--- src/rtl/pipe_hazard_ctrl.sv ---
// Hazard/sequencing controller for a 5-stage F/D/E/M/W pipeline: forwarding selects, stalls, flushes.
// Latency: forwarding/stall/flush outputs are combinational; multiply occupies Execute for MUL_LAT cycles.
// Backpressure: a multiply stalls F/D/E and bubbles M; a load-use hazard stalls F/D and bubbles E.
module pipe_hazard_ctrl #(
    parameter int MUL_LAT = 4,
    parameter int CNT_W   = 16
) (
    input  logic             clk,
    input  logic             reset,
    input  logic [3:0]       RA1D,
    input  logic [3:0]       RA2D,
    input  logic [3:0]       RA1E,
    input  logic [3:0]       RA2E,
    input  logic [3:0]       WA3E,
    input  logic [3:0]       WA3M,
    input  logic [3:0]       WA3W,
    input  logic             RegWriteM,
    input  logic             RegWriteW,
    input  logic             MemtoRegE,
    input  logic             BranchTakenE,
    input  logic             MulStartE,
    output logic [1:0]       ForwardAE,
    output logic [1:0]       ForwardBE,
    output logic             StallF,
    output logic             StallD,
    output logic             StallE,
    output logic             FlushD,
    output logic             FlushE,
    output logic             FlushM,
    output logic             MulDoneE,
    output logic [CNT_W-1:0] LdStallCnt
);

    localparam int MCW = $clog2(MUL_LAT);

    typedef enum logic {
        IDLE = 1'b0,
        BUSY = 1'b1
    } mul_state_t;

    mul_state_t       state_q, state_d;
    logic [MCW-1:0]   mul_cnt_q, mul_cnt_d;
    logic [CNT_W-1:0] ld_cnt_q, ld_cnt_d;

    logic [1:0] fwd_a, fwd_b;
    logic       mulstall;
    logic       muldone;
    logic       ldrstall;

    // Forwarding selects: Memory-stage result wins over Writeback; R15 is the PC and never forwarded.
    always_comb begin
        fwd_a = 2'b00;
        fwd_b = 2'b00;
        if (RegWriteM && (RA1E == WA3M) && (RA1E != 4'd15))
            fwd_a = 2'b10;
        else if (RegWriteW && (RA1E == WA3W) && (RA1E != 4'd15))
            fwd_a = 2'b01;
        if (RegWriteM && (RA2E == WA3M) && (RA2E != 4'd15))
            fwd_b = 2'b10;
        else if (RegWriteW && (RA2E == WA3W) && (RA2E != 4'd15))
            fwd_b = 2'b01;
    end

    // Multiply sequencer: stall for MUL_LAT-1 cycles, then a single done cycle; starts while busy are ignored.
    always_comb begin
        state_d   = state_q;
        mul_cnt_d = mul_cnt_q;
        mulstall  = 1'b0;
        muldone   = 1'b0;
        case (state_q)
            IDLE: begin
                if (MulStartE) begin
                    mulstall  = 1'b1;
                    mul_cnt_d = MCW'(MUL_LAT - 2);
                    state_d   = BUSY;
                end
            end
            BUSY: begin
                if (mul_cnt_q != '0) begin
                    mulstall  = 1'b1;
                    mul_cnt_d = mul_cnt_q - MCW'(1);
                end else begin
                    muldone   = 1'b1;
                    state_d   = IDLE;
                end
            end
            default: begin
                state_d   = IDLE;
                mul_cnt_d = '0;
            end
        endcase
    end

    // Load-use detection (masked by a multiply) and saturating stall-cycle counter.
    always_comb begin
        ldrstall = MemtoRegE && ((RA1D == WA3E) || (RA2D == WA3E)) && !mulstall;
        ld_cnt_d = ld_cnt_q;
        if (ldrstall && (ld_cnt_q != {CNT_W{1'b1}}))
            ld_cnt_d = ld_cnt_q + CNT_W'(1);
    end

    // State registers with synchronous reset; a reset mid-multiply abandons it without a done pulse.
    always_ff @(posedge clk) begin
        if (reset) begin
            state_q   <= IDLE;
            mul_cnt_q <= '0;
            ld_cnt_q  <= '0;
        end else begin
            state_q   <= state_d;
            mul_cnt_q <= mul_cnt_d;
            ld_cnt_q  <= ld_cnt_d;
        end
    end

    // Output composition: multiply has priority and masks branch/load-use effects; all outputs quiet in reset.
    always_comb begin
        ForwardAE  = 2'b00;
        ForwardBE  = 2'b00;
        StallF     = 1'b0;
        StallD     = 1'b0;
        StallE     = 1'b0;
        FlushD     = 1'b0;
        FlushE     = 1'b0;
        FlushM     = 1'b0;
        MulDoneE   = 1'b0;
        LdStallCnt = '0;
        if (!reset) begin
            ForwardAE  = fwd_a;
            ForwardBE  = fwd_b;
            StallF     = ldrstall | mulstall;
            StallD     = ldrstall | mulstall;
            StallE     = mulstall;
            FlushM     = mulstall;
            FlushD     = BranchTakenE & ~mulstall;
            FlushE     = (ldrstall | BranchTakenE) & ~mulstall;
            MulDoneE   = muldone;
            LdStallCnt = ld_cnt_q;
        end
    end

endmodule

--- config.mk ---
export PLATFORM = sky130hd
export DESIGN_NAME = pipe_hazard_ctrl
export DESIGN_NICKNAME = d
export VERILOG_FILES = /design/src/rtl/pipe_hazard_ctrl.sv
export SDC_FILE = /design/constraint.sdc
export NUM_CORES = 1
export LEC_CHECK = 0
export ABC_AREA = 1
export CELL_PAD_IN_SITES_DETAIL_PLACEMENT = 1
export CELL_PAD_IN_SITES_GLOBAL_PLACEMENT = 1
export CORE_MARGIN = 2
export CORE_UTILIZATION = 28
export DETAILED_ROUTE_END_ITERATION = 6
export PLACE_DENSITY_LB_ADDON = 0.1
export REMOVE_ABC_BUFFERS = 1
export SLEW_MARGIN = 30
export SYNTH_ARGS = -nofsm -noshare
export SYNTH_HDL_FRONTEND = slang
export SYNTH_SLANG_ARGS = --single-unit
--- constraint.sdc ---
create_clock -name clk -period 1.65 [get_ports clk]
set_input_delay 0.2475 -clock clk [delete_from_list [all_inputs] [get_ports clk]]
set_output_delay 0.2475 -clock clk [all_outputs]
set_load 0.01 [all_outputs]
# Yosys cells after proc, flatten, opt, wreduce, memory -nomap -nowiden
# Index checks and enable logic that the tools add are counted.
[word_totals] regBits=19 input_bits=35 out_inout_bits=27 wordCells=57
[op_classes] addsub=2 n_eq_ne=11 muxes=20 bitwise=6 n_reduce_logical=15
[op_table] operator="equality test 4 bit" count=6
[op_table] operator="adder 16 x 1 -> 16 bit, second input constant" count=1
[op_table] operator="2-to-1 mux 16 bit" count=1
[op_table] operator="!= test 16 bit, second input constant" count=1
[op_table] operator="2-to-1 mux 2 bit" count=6
[op_table] operator="logical AND 1 bit" count=11
[op_table] operator="2-to-1 mux 1 bit" count=11
[op_table] operator="!= test 4 bit, second input constant" count=2
[op_table] operator="one-hot mux 2 bit (2 select lines)" count=1
[op_table] operator="bitwise AND 1 bit" count=2
[op_table] operator="!= test 2 x 1 -> 1 bit, second input constant" count=1
[op_table] operator="!= test 2 bit, second input constant" count=1
[op_table] operator="NOT 1 bit" count=2
[op_table] operator="OR 1 bit" count=2
[op_table] operator="one-hot mux 1 bit (2 select lines)" count=1
[op_table] operator="AND reduction 2 bit" count=1
[op_table] operator="nonzero test 2 bit" count=1
[op_table] operator="subtractor 2 x 1 -> 2 bit, second input constant" count=1
[op_table] operator="zero test 1 bit" count=1
[op_table] operator="logical OR 1 bit" count=1

# Depth between registers and ports, before layout
# Gate-level depths: netlist (run 1).
[depth] depth_word=8 ltp_mapped=12 mapped_depth_nobuf=11

# Least setup slack after synthesis (run 1)
# OpenSTA, ideal clock, no wires.
[synth_path] kind="register to output" from="reg mul_cnt_q[0]" to="out FlushE" arrival_time_ns=1.259 path_slack_ns=0.144 stages_incl_launch_ff=8 path_cell_list="dfxtp_1 inv_1 ha_1 nand2_1 o21ai_1 nand3_1 buf_6 o22ai_1"
[synth_via] elab_chain_cells=8 elab_cells_between_ends=9 cone_classes="mux (3); bitwise (3); reduce/logical (3)"
[synth_rtl] item="start: declaration" line_no="42" text="logic [MCW-1:0] mul_cnt_q, mul_cnt_d;"
[synth_rtl] item="start signal: assignment" line_no="110" text="mul_cnt_q <= mul_cnt_d;"
[synth_rtl] item="nonzero test 2 bit (*)" line_no="79" text="if (mul_cnt_q != '0) begin"
[synth_rtl] item="2-to-1 mux 1 bit (*)" line_no="79"
[synth_rtl] item="one-hot mux 1 bit (2 select lines) (*)" line_no="70" text="case (state_q)"
[synth_rtl] item="zero test 1 bit" line_no="96" text="ldrstall = MemtoRegE && ((RA1D == WA3E) || (RA2D == WA3E)) && !mulstall;"
[synth_rtl] item="logical AND 1 bit" line_no="96"
[synth_rtl] item="OR 1 bit" line_no="135" text="FlushE = (ldrstall | BranchTakenE) & ~mulstall;"
[synth_rtl] item="bitwise AND 1 bit (*)" line_no="135"
[synth_rtl] item="2-to-1 mux 1 bit (*)" line_no="127" text="if (!reset) begin"
[synth_rtl] item="end: declaration" line_no="28" text="output logic FlushE,"
# Mark *: on every way between the ends. The rest lies on a longest branch, timed or not.

# Worst setup path after layout (run 1)
[layout_path] from="reg mul_cnt_q[0]" to="out StallE"
[layout_via] elab_chain_cells=4
[layout_rtl] item="nonzero test 2 bit" line_no="79"
[layout_rtl] item="2-to-1 mux 1 bit" line_no="79"
[layout_rtl] item="one-hot mux 1 bit (2 select lines)" line_no="70"
[layout_rtl] item="2-to-1 mux 1 bit"
[layout_rtl] item="end: declaration" line_no="26" text="output logic StallE,"
# No other way between the ends.

==> out/metrics.yaml, run 1 <==
status: "finished, violations left"
failed_checks: "setup timing"
ys_async_sr_fraction: 0
portBuffers: 61
fin_crit_ps: 1680
seq_power_share: 0.397
final-setup-viol-count: 2
numCtsBuffers: 3
numPlacedInstances: 433
worstPathCellList: "inv_2 -> ha_4 -> nand2_4 -> o21ai_2 -> buf_6 -> buf_4 -> nor2_4 -> buf_2"
synthTopCellsByCount: "nand2_1, nor2_1, inv_1"
clockBufferDepth: 2
clockPowerShare: 0.281
design.core.area_um2: 5510
r2r_cells: 11
drive_gt1_frac: 0.178
root_buffer: "clkbuf_8"
worstSetupPathType: "register to output port"
rsz0062_at_grt: "true"
drtIter0Drc: 42
cts_tree: "yes"
clock-sinks: 19
cp_num_buf_inv: 4
power.density_nw_per_um2: 475
final_area_um2: 2570
holdPathStages: 3
synth_cells: 293
start_util: 0.290
grtUsageMet1: 0.214
drcViolationCount: 0
grt_pass1_wl_um: 8250
wl_per_cell_um: 11.5
drv_cap: 0
cpLargestDelayFamily: "buffers and inverters"
routed_wl_um: 5090
use_met3: 0.0271
grt_max_degree: 24
critPathRequiredTime_ps: 1400
cp-end-kind: "output port"
dieArea_um2: 6320
synth_cell_type_count: 27
yosysMostFrequentCell: "nand2_1"
insertion_delay_ps: 260
avgViaCountPerCell: 4.48
fmax_mhz: 596
worstPathMaxFanout: 5
crit_arrival_ps: 1430
path_clk_slew_ps: 80
ys.flop_type: "dfxtp_1"
netlist_area_um2: 1600
grt_usage: 0.160
nNetsFinal: 408
antenna_left: 0
pwr-share-comb: 0.323
critical-path-slowest-cell: "dfxtp_2"
yosys.area.top_type_share: 0.238
worst_pin_slew_ps: 341
gr-total-overflow: 0
synth_edf_count: 0
die_h_um: 79.5
ys_ff_latch: 19
yosysWarnings: 0
intPower_w: 0.000840
fin_hold_ws_ps: 472
min_path_type: "input port to register"
leakage_nw: 1.41
boundaryPins: 62
synth_area_leaders: "dfxtp_1, nand2_1, nor2_1"
place_area_um2: 2370
layout_worst_path_cycle_share: 1.02
antenna_found_initial: 0
firstDrtPassIters: 4
start_kind: "register"
gr-usage-met2: 0.270
power.switching_w: 0.000379
ys_seq_area_frac: 0.238
rows: 27
finalSetupTns_ps: -29.7
yosysTopAreaCell: "dfxtp_1"
die_w_um: 79.5
multi_input_area_um2: 1070
fill_cells: 768
max_stage_delay_ps: 340
drv_slew: 0
vdd_ir_drop_max_uv: 328
syn_area_per_cell_um2: 5.45
r2r-start: "ld_cnt_q[1]"
place_congestion: 0.752
r2r-end: "ld_cnt_q[14]"
globalRoute.busiestLayer: "met2"
worstHoldStart: "reset"
final-seq-area_um2: 384
finalNonFillerCells: 442
r2r_slack_ps: 120
hold_viol_final: 0
power_w: 0.00122
slew_headroom: 0.772
worst_slack_ps: -27.4
dp_hpwl_um: 3890
vias: 1981
h-tree-depth: 1
grt_pass1_vias: 1892
antenna_cells: 0
area_delta_synth_final_pct: 60.9
clock_skew_ps: 3.46
worstHoldEndpoint: "mul_cnt_q[1]"
switching_share: 0.311
## metal layers
layer	part of all wire	wire [µm]
met4	0.0084	43
met5	0	0
met1	0.48	2450
met2	0.47	2380
met3	0.044	225
## per-stage QoR
stage / setup slack [ps] / util
after floorplan: 72.1 / -
after global placement: -556 / 0.430
after detailed placement: -593 / 0.430
after CTS: -142 / 0.427
after global routing: -97.4 / 0.466
final: -27.4 / 0.466
## worst register-to-register path: cells and delay by family (launching register included)
kind	cells	cell delay [ps]
adders and majority gates	1	140
buffers and inverters	2	260
DFF	1	370
and+or+nand+nor	8	680
## cell families (layout without fill, tap and decap cells)
group           count (synthesis)  count (layout)  synth area share
compound gates                 20              20            0.0713
xor+xnor                        8               8            0.0439
fa+ha+maj                       2               2            0.0157
buf+inv                        60             137             0.160
flops                          19              19             0.238
simple gates                  184             184             0.471
## flip-flops by register name, summed over array words and instances, names as in the netlist
register and cells:
state_q 1, mul_cnt_q 2, ld_cnt_q 16
## placed cells by master (no fill, tap or decap), types with 3 or more instances in the layout
cell / n
dlygate4sd2_1: 31
inv_2: 8
nor2_4: 3
o21ai_0: 5
buf_6: 5
dfxtp_2: 3
buf_2: 6
nor3_1: 4
buf_4: 17
a21oi_1: 5
dlymetal6s2s_1: 14
xor2_1: 7
nor2_1: 70
inv_1: 42
clkdlybuf4s50_1: 5
nand2_1: 78
clkbuf_8: 3
nand4_1: 9
nand2_2: 3
o22ai_1: 3
nand3_1: 8
dfxtp_1: 16
## power by group through the flow
stage	Sequential, W	Combinational, W	Clock (W)
2_1_floorplan	0.000488	0.000144	0
3_3_place_gp	0.000489	0.000357	0
3_5_place_dp	0.000490	0.000364	0
4_1_cts	0.000479	0.000338	0.000351
5_1_grt	0.000486	0.000439	0.000383
6_report	0.000484	0.000393	0.000342
## timing repair
item | in CTS | in global routing
gates resized for setup | 78 | 56
pin swaps | 8 | 6
setup buffers | 0 | 4
gates cloned | 0 | 1
hold buffers | 0 | 0
endpoints found under the setup margin | 28 | 33
hold endpoints to repair | 0 | 0
## worst max path at each step
stage / from / endpoint / cells after the start
2_1_floorplan: ld_cnt_q[0] / ld_cnt_q[0] / 10
3_3_place_gp: WA3E[0] / FlushE / 10
3_5_place_dp: WA3E[2] / FlushE / 10
4_1_cts: reset / LdStallCnt[6] / 4
5_1_grt: mul_cnt_q[0] / FlushE / 8
6_report: mul_cnt_q[0] / StallE / 8
## area by class of cell
type,instances,share of cell area
repair buffers,82,0.304
flip-flops and latches,19,0.150
inverters,51,0.0755
clock buffers,4,0.0175
well taps,72,0.0351
multi-input cells,214,0.418
Power figures use the tool's default switching activity.
==> run 2: changes to the inputs <==
--- a/config.mk
+++ b/config.mk
@@ -6,10 +6,8 @@
 export NUM_CORES = 1
 export LEC_CHECK = 0
 export ABC_AREA = 1
-export CELL_PAD_IN_SITES_DETAIL_PLACEMENT = 1
-export CELL_PAD_IN_SITES_GLOBAL_PLACEMENT = 1
 export CORE_MARGIN = 2
-export CORE_UTILIZATION = 28
+export CORE_UTILIZATION = 44
 export DETAILED_ROUTE_END_ITERATION = 6
 export PLACE_DENSITY_LB_ADDON = 0.1
 export REMOVE_ABC_BUFFERS = 1
==> out/metrics.yaml, run 2 (synthesized netlist as in run 1, its figures left out) <==
antenna_cells: 0  # unchanged
worstSetupPathType: "register to output port"
regMostFlops: "ld_cnt_q"
die_w_um: 64.2  # -19%
rows: 21  # -22%
start_util: 0.467  # +0.177
intPower_w: 0.000744  # -11%
r2r_cells: 10  # -1
fin_crit_ps: 1650  # -32.2 ps
fmax_mhz: 608  # +2.0%
insertion_delay_ps: 310  # +50 ps
largest_register_ffs: 16  # unchanged
antenna_found_initial: 0  # unchanged
firstDrtPassIters: 4  # unchanged
antenna_left: 0  # unchanged
slew_headroom: 0.778  # +0.00646
worstHoldStart: "ld_cnt_q[15]"
worst_pin_slew_ps: 330  # -10.4 ps
worstPathMaxFanout: 3  # -2
clockBufferDepth: 2  # unchanged
drcViolationCount: 0  # unchanged
dp_hpwl_um: 3140  # -19%
layout_common_cells: "nand2_1, nor2_1, inv_1"
switching_share: 0.323  # +0.0124
utilization: 0.719  # +0.253
routed_wl_um: 4340  # -15%
max_stage_delay_ps: 350  # about the same
gr-total-overflow: 0  # unchanged
seq_power_share: 0.441  # +0.044
design.core.area_um2: 3420  # -38%
pwr-share-comb: 0.336  # +0.013
avgViaCountPerCell: 4.74  # +5.8%
power.density_nw_per_um2: 447  # -5.7%
place_congestion: 0.809  # +7.6%
cp-end-kind: "output port"
leakage_nw: 1.42  # +0.98%
clockPowerShare: 0.223  # -0.058
min_path_type: "register to register"
numCtsBuffers: 3  # unchanged
vdd_ir_drop_max_uv: 369  # +12%
dp_slack_ps: -556  # +36.8 ps
r2r-start: "mul_cnt_q[1]"
portBuffers: 61  # unchanged
drive_gt1_frac: 0.207  # +0.0281
critical-path-slowest-cell: "dfxtp_2"
area_delta_synth_final_pct: 53.8
wl_per_cell_um: 10.5  # -9.0%
power.switching_w: 0.000355  # -6.2%
grt_usage: 0.210  # +0.0502
layout_worst_path_cycle_share: 0.997  # -0.0195
vias: 1964  # -0.86%
cts_tree: "yes"
rsz0062_at_grt: "true"
clock_skew_ps: 7.50  # +4.04 ps
start_kind: "register"
cts-hold-fix-buffers: 0  # unchanged
holdPathStages: 2  # -1
r2r-end: "ld_cnt_q[2]"
final_common_cell: "nand2_1"
die_h_um: 64.2  # -19%
grt_pass1_wl_um: 7000  # -15%
hold_viol_final: 0  # unchanged
drv_slew: 0  # unchanged
place_area_um2: 2310  # -2.2%
biggestRegsByFlops: "ld_cnt_q x16, mul_cnt_q x2, state_q x1"
path_clk_slew_ps: 120  # +40 ps
nNetsFinal: 406  # -0.49%
r2r_slack_ps: 130  # about the same
h-tree-depth: 1  # unchanged
worstPathCellList: "inv_2 -> ha_4 -> nand2_4 -> o21ai_4 -> buf_6 -> a21oi_4 -> buf_2"
fill_cells: 313  # -59%
root_buffer: "clkbuf_4"
final_area_um2: 2460  # -4.4%
drtIter0Drc: 96  # +130%
cpLargestDelayFamily: "flip-flops"
worst_slack_ps: 4.78  # +32.2 ps
dieArea_um2: 4130  # -35%
drv_cap: 0  # unchanged
boundaryPins: 62  # unchanged
critPathRequiredTime_ps: 1400  # about the same
crit_arrival_ps: 1400  # -30 ps
cp_num_buf_inv: 3  # -1
status: "finished, final reports clean"
worstHoldEndpoint: "ld_cnt_q[15]"
grt_max_degree: 21  # -13%
grt_pass1_vias: 1732  # -8.5%
clock-sinks: 19  # unchanged
final-setup-viol-count: 0  # -2
run 2: changes by cell type in the layout (fill, tap and decap cells not counted), moves of 3 or more:
cell / delta
clkbuf_8: -3
clkbuf_4: +3
nor2_4: -3
dfxtp_2: +9
dlymetal6s2s_1: +3
dfxtp_1: -10
dlygate4sd2_1: -3
buf_2: +4
run 2: repair_timing:
item	CTS	global route
setup buffers	1	2
cloned	0	1
endpoints found under the setup margin	27	35
resized for setup	97	39
pin swaps	6	7
run 2: area by class of cell:
cell class | count | area (µm²) | area share
multi-input cells | 214 | 1060 | 0.431
repair buffers | 80 | 721 | 0.293
flip-flops and latches | 19 | 399 | 0.163
inverters | 51 | 193 | 0.0785
well taps | 46 | 57.6 | 0.0234
clock buffers | 3 | 22.5 | 0.00917
clock inverters | 1 | 5.00 | 0.00204
run 2: how the worst max path moves through the flow:
stage	cells after the start	start	slack (ps)	end
3_3_place_gp	10	WA3E[0]	-530	FlushE
5_1_grt	7	mul_cnt_q[1]	-90	StallD
3_5_place_dp	7	RA1E[3]	-560	ForwardAE[0]
2_1_floorplan	10	ld_cnt_q[0]	70	ld_cnt_q[0]
4_1_cts	3	ld_cnt_q[11]	0.6	LdStallCnt[11]
6_report	7	mul_cnt_q[1]	5	StallD
run 2: power groups by stage:
stage               sequential (W)  clock, W  combinational [W]
floorplan                 0.000488         0           0.000144
global placement          0.000489         0           0.000343
detailed placement        0.000490         0           0.000347
CTS                       0.000483  0.000253           0.000348
global route              0.000486  0.000276           0.000411
finish                    0.000485  0.000245           0.000369
run 2: metal layers:
metal | track usage | vias to the layer above | wire [µm]
met5 | 0 | - | 0
met4 | 0.0559 | 0 | 65
met3 | 0.0475 | 7 | 220
met2 | 0.380 | 51 | 2120
met1 | 0.247 | 865 | 1940
li1 | - | 1041 | -
run 2: through the flow:
step / cells / TNS, ps / hold WS, ps / total power [W]
after detailed placement: 406 / -9680 / 502 / 0.000836
final: 414 / 0 / 517 / 0.00110
after CTS: 411 / 0 / 505 / 0.00108
after floorplan: 284 / 0 / 326 / 0.000632
after global routing: 414 / -334 / 541 / 0.00117
after global placement: 406 / -9040 / 490 / 0.000832
run 2: tightest hold or removal path, cell delays in order (launching register included):
cell and delay, ps:
dfxtp_1 340, nor2_1 100, nor2_1 50
==> run 3: changes to the inputs <==
==> constraint.sdc (replaced) <==
create_clock -name clk -period 1.65 [get_ports clk]
set_input_delay 0.2475 -clock clk [delete_from_list [all_inputs] [get_ports clk]]
set_output_delay 0.2475 -clock clk [all_outputs]
set_load 0.02 [all_outputs]
==> out/metrics.yaml, run 3 (synthesized netlist as in run 1, its figures left out) <==
insertion_delay_ps: 320  # about the same
drtIter0Drc: 77  # -20%
worstPathCellList: "inv_2 -> ha_4 -> nand2_4 -> o21ai_4 -> buf_6 -> a21oi_4 -> buf_4"
gr-usage-met2: 0.379  # -0.00130
fmax_mhz: 601  # -1.2%
grt_pass1_wl_um: 6930  # -0.99%
regMostFlops: "ld_cnt_q"
vdd_ir_drop_max_uv: 421  # +14%
path_clk_slew_ps: 120  # about the same
root_buffer: "clkbuf_4"
dp_slack_ps: -616  # -59.1 ps
crit_arrival_ps: 1420  # +20 ps
h-tree-depth: 1  # unchanged
leakage_nw: 1.25  # -12%
antenna_left: 0  # unchanged
design.core.area_um2: 3420  # unchanged
hold_viol_final: 0  # unchanged
clockBufferDepth: 2  # unchanged
portBuffers: 61  # unchanged
routed_wl_um: 4090  # -5.6%
slew_headroom: 0.781  # +0.00321
antenna_cells: 0  # unchanged
fin_hold_ws_ps: 508  # -9.04 ps
layout_worst_path_cycle_share: 1.01  # +0.0119
use_met3: 0.0475  # unchanged
cts_tree: "yes"
pwr-share-comb: 0.348  # +0.012
grtUsageMet1: 0.242  # -0.00457
cts-hold-fix-buffers: 0  # unchanged
clock_skew_ps: 8.37  # +0.868 ps
area_delta_synth_final_pct: 51.9
finalNonFillerCells: 415  # +0.24%
nNetsFinal: 407  # +0.25%
drv_slew: 0  # unchanged
dp_hpwl_um: 3090  # -1.8%
power.density_nw_per_um2: 467  # +4.4%
clockPowerShare: 0.224  # about the same
biggestRegsByFlops: "ld_cnt_q x16, mul_cnt_q x2, state_q x1"
critical-path-slowest-cell: "dfxtp_2"
utilization: 0.710  # -0.00916
drv_cap: 0  # unchanged
numCtsBuffers: 3  # unchanged
fin_crit_ps: 1660  # +19.6 ps
rsz0062_at_grt: "true"
place_congestion: 0.825  # +2.0%
start_kind: "register"
status: "finished, violations left"
cp_num_buf_inv: 3  # unchanged
grt_max_degree: 24  # +14%
boundaryPins: 62  # unchanged
finalSetupTns_ps: -40.8  # -40.8 ps
antenna_found_initial: 0  # unchanged
cp-end-kind: "output port"
drcViolationCount: 0  # unchanged
vias: 1925  # -2.0%
failed_checks: "setup timing"
layout_common_cells: "nand2_1, nor2_1, inv_1, dlygate4sd2_1, buf_4"
largest_register_ffs: 16  # unchanged
drive_gt1_frac: 0.184  # -0.0222
numPlacedInstances: 405  # -0.25%
avgViaCountPerCell: 4.64  # -2.2%
worst_slack_ps: -14.8  # -19.6 ps
worstSetupPathType: "register to output port"
clock-sinks: 19  # unchanged
critPathRequiredTime_ps: 1400  # about the same
worstPathMaxFanout: 3  # unchanged
final-setup-viol-count: 3  # +3
final_common_cell: "nand2_1"
min_path_type: "register to register"
wl_per_cell_um: 9.87  # -5.9%
switching_share: 0.333  # +0.00979
worst_pin_slew_ps: 326  # -4.77 ps
grt_pass1_vias: 1697  # -2.0%
globalRoute.busiestLayer: "met2"
gr-total-overflow: 0  # unchanged
firstDrtPassIters: 4  # unchanged
cpLargestDelayFamily: "flip-flops"
start_util: 0.467  # unchanged
die_w_um: 64.2  # unchanged
power.switching_w: 0.000377  # +6.2%
rows: 21  # unchanged
intPower_w: 0.000755  # +1.6%
grt_usage: 0.209  # -0.000446
die_h_um: 64.2  # unchanged
dieArea_um2: 4130  # unchanged
seq_power_share: 0.428  # -0.013
max_stage_delay_ps: 340  # about the same
run 3: cell types whose count changed in the layout (fill, tap and decap cells not counted), moves of 2 or more:
cell / delta
dlygate4sd2_1: +14
dlymetal6s2s_1: -14
dfxtp_1: +9
dfxtp_2: -8
buf_2: -6
buf_4: +5
buf_6: +2
run 3: power groups by stage:
| stage | sequential (W) | clock (W) | combinational [W] |
|---|---|---|---|
| after global routing | 0.000487 | 0.000282 | 0.000435 |
| after global placement | 0.000489 | 0 | 0.000356 |
| after floorplan | 0.000488 | 0 | 0.000159 |
| after detailed placement | 0.000489 | 0 | 0.000361 |
| after CTS | 0.000484 | 0.000262 | 0.000375 |
| final | 0.000485 | 0.000254 | 0.000394 |
run 3: worst paths after layout:
path	startpoint	slack, ps	cells past startpoint	endpoint
worst max-delay path	mul_cnt_q[1]	-10	7	StallD
worst min-delay path	ld_cnt_q[15]	510	2	ld_cnt_q[15]
worst max register to register	mul_cnt_q[1]	80	10	ld_cnt_q[3]
worst min register to register	ld_cnt_q[15]	510	2	ld_cnt_q[15]
run 3: metal layers:
layer	wire length (µm)	vias up
li1	-	1043
met1	1890	830
met2	1930	46
met3	213	6
met4	63	0
met5	0	-
run 3: worst reg2reg max path: cells and delay by family (launching register included):
kind | cells | cell delay, ps
AOI/OAI and AO/OA | 2 | 270
adders and majority gates | 1 | 150
buffers and inverters | 4 | 520
DFF | 1 | 330
and+or+nand+nor | 3 | 210
run 3: per-stage QoR:
stage / power (W) / instance area, µm²
floorplan: 0.000647 / 1530
global placement: 0.000846 / 2310
detailed placement: 0.000850 / 2310
CTS: 0.00112 / 2350
global route: 0.00120 / 2420
finish: 0.00113 / 2420
run 3: area by class of cell:
class	count	area (µm²)
fill	334	991
sequential	19	385
clock inverter	1	5.00
multi-input combinational	214	1050
timing repair buffer	81	708
tap	46	57.6
inverter	51	193
clock buffer	3	22.5
run 3: timing repair:
item,CTS,global route
setup endpoints to repair,27,25
resized for setup,122,18
cloned,0,1
pin swaps,11,3
setup buffers,2,3
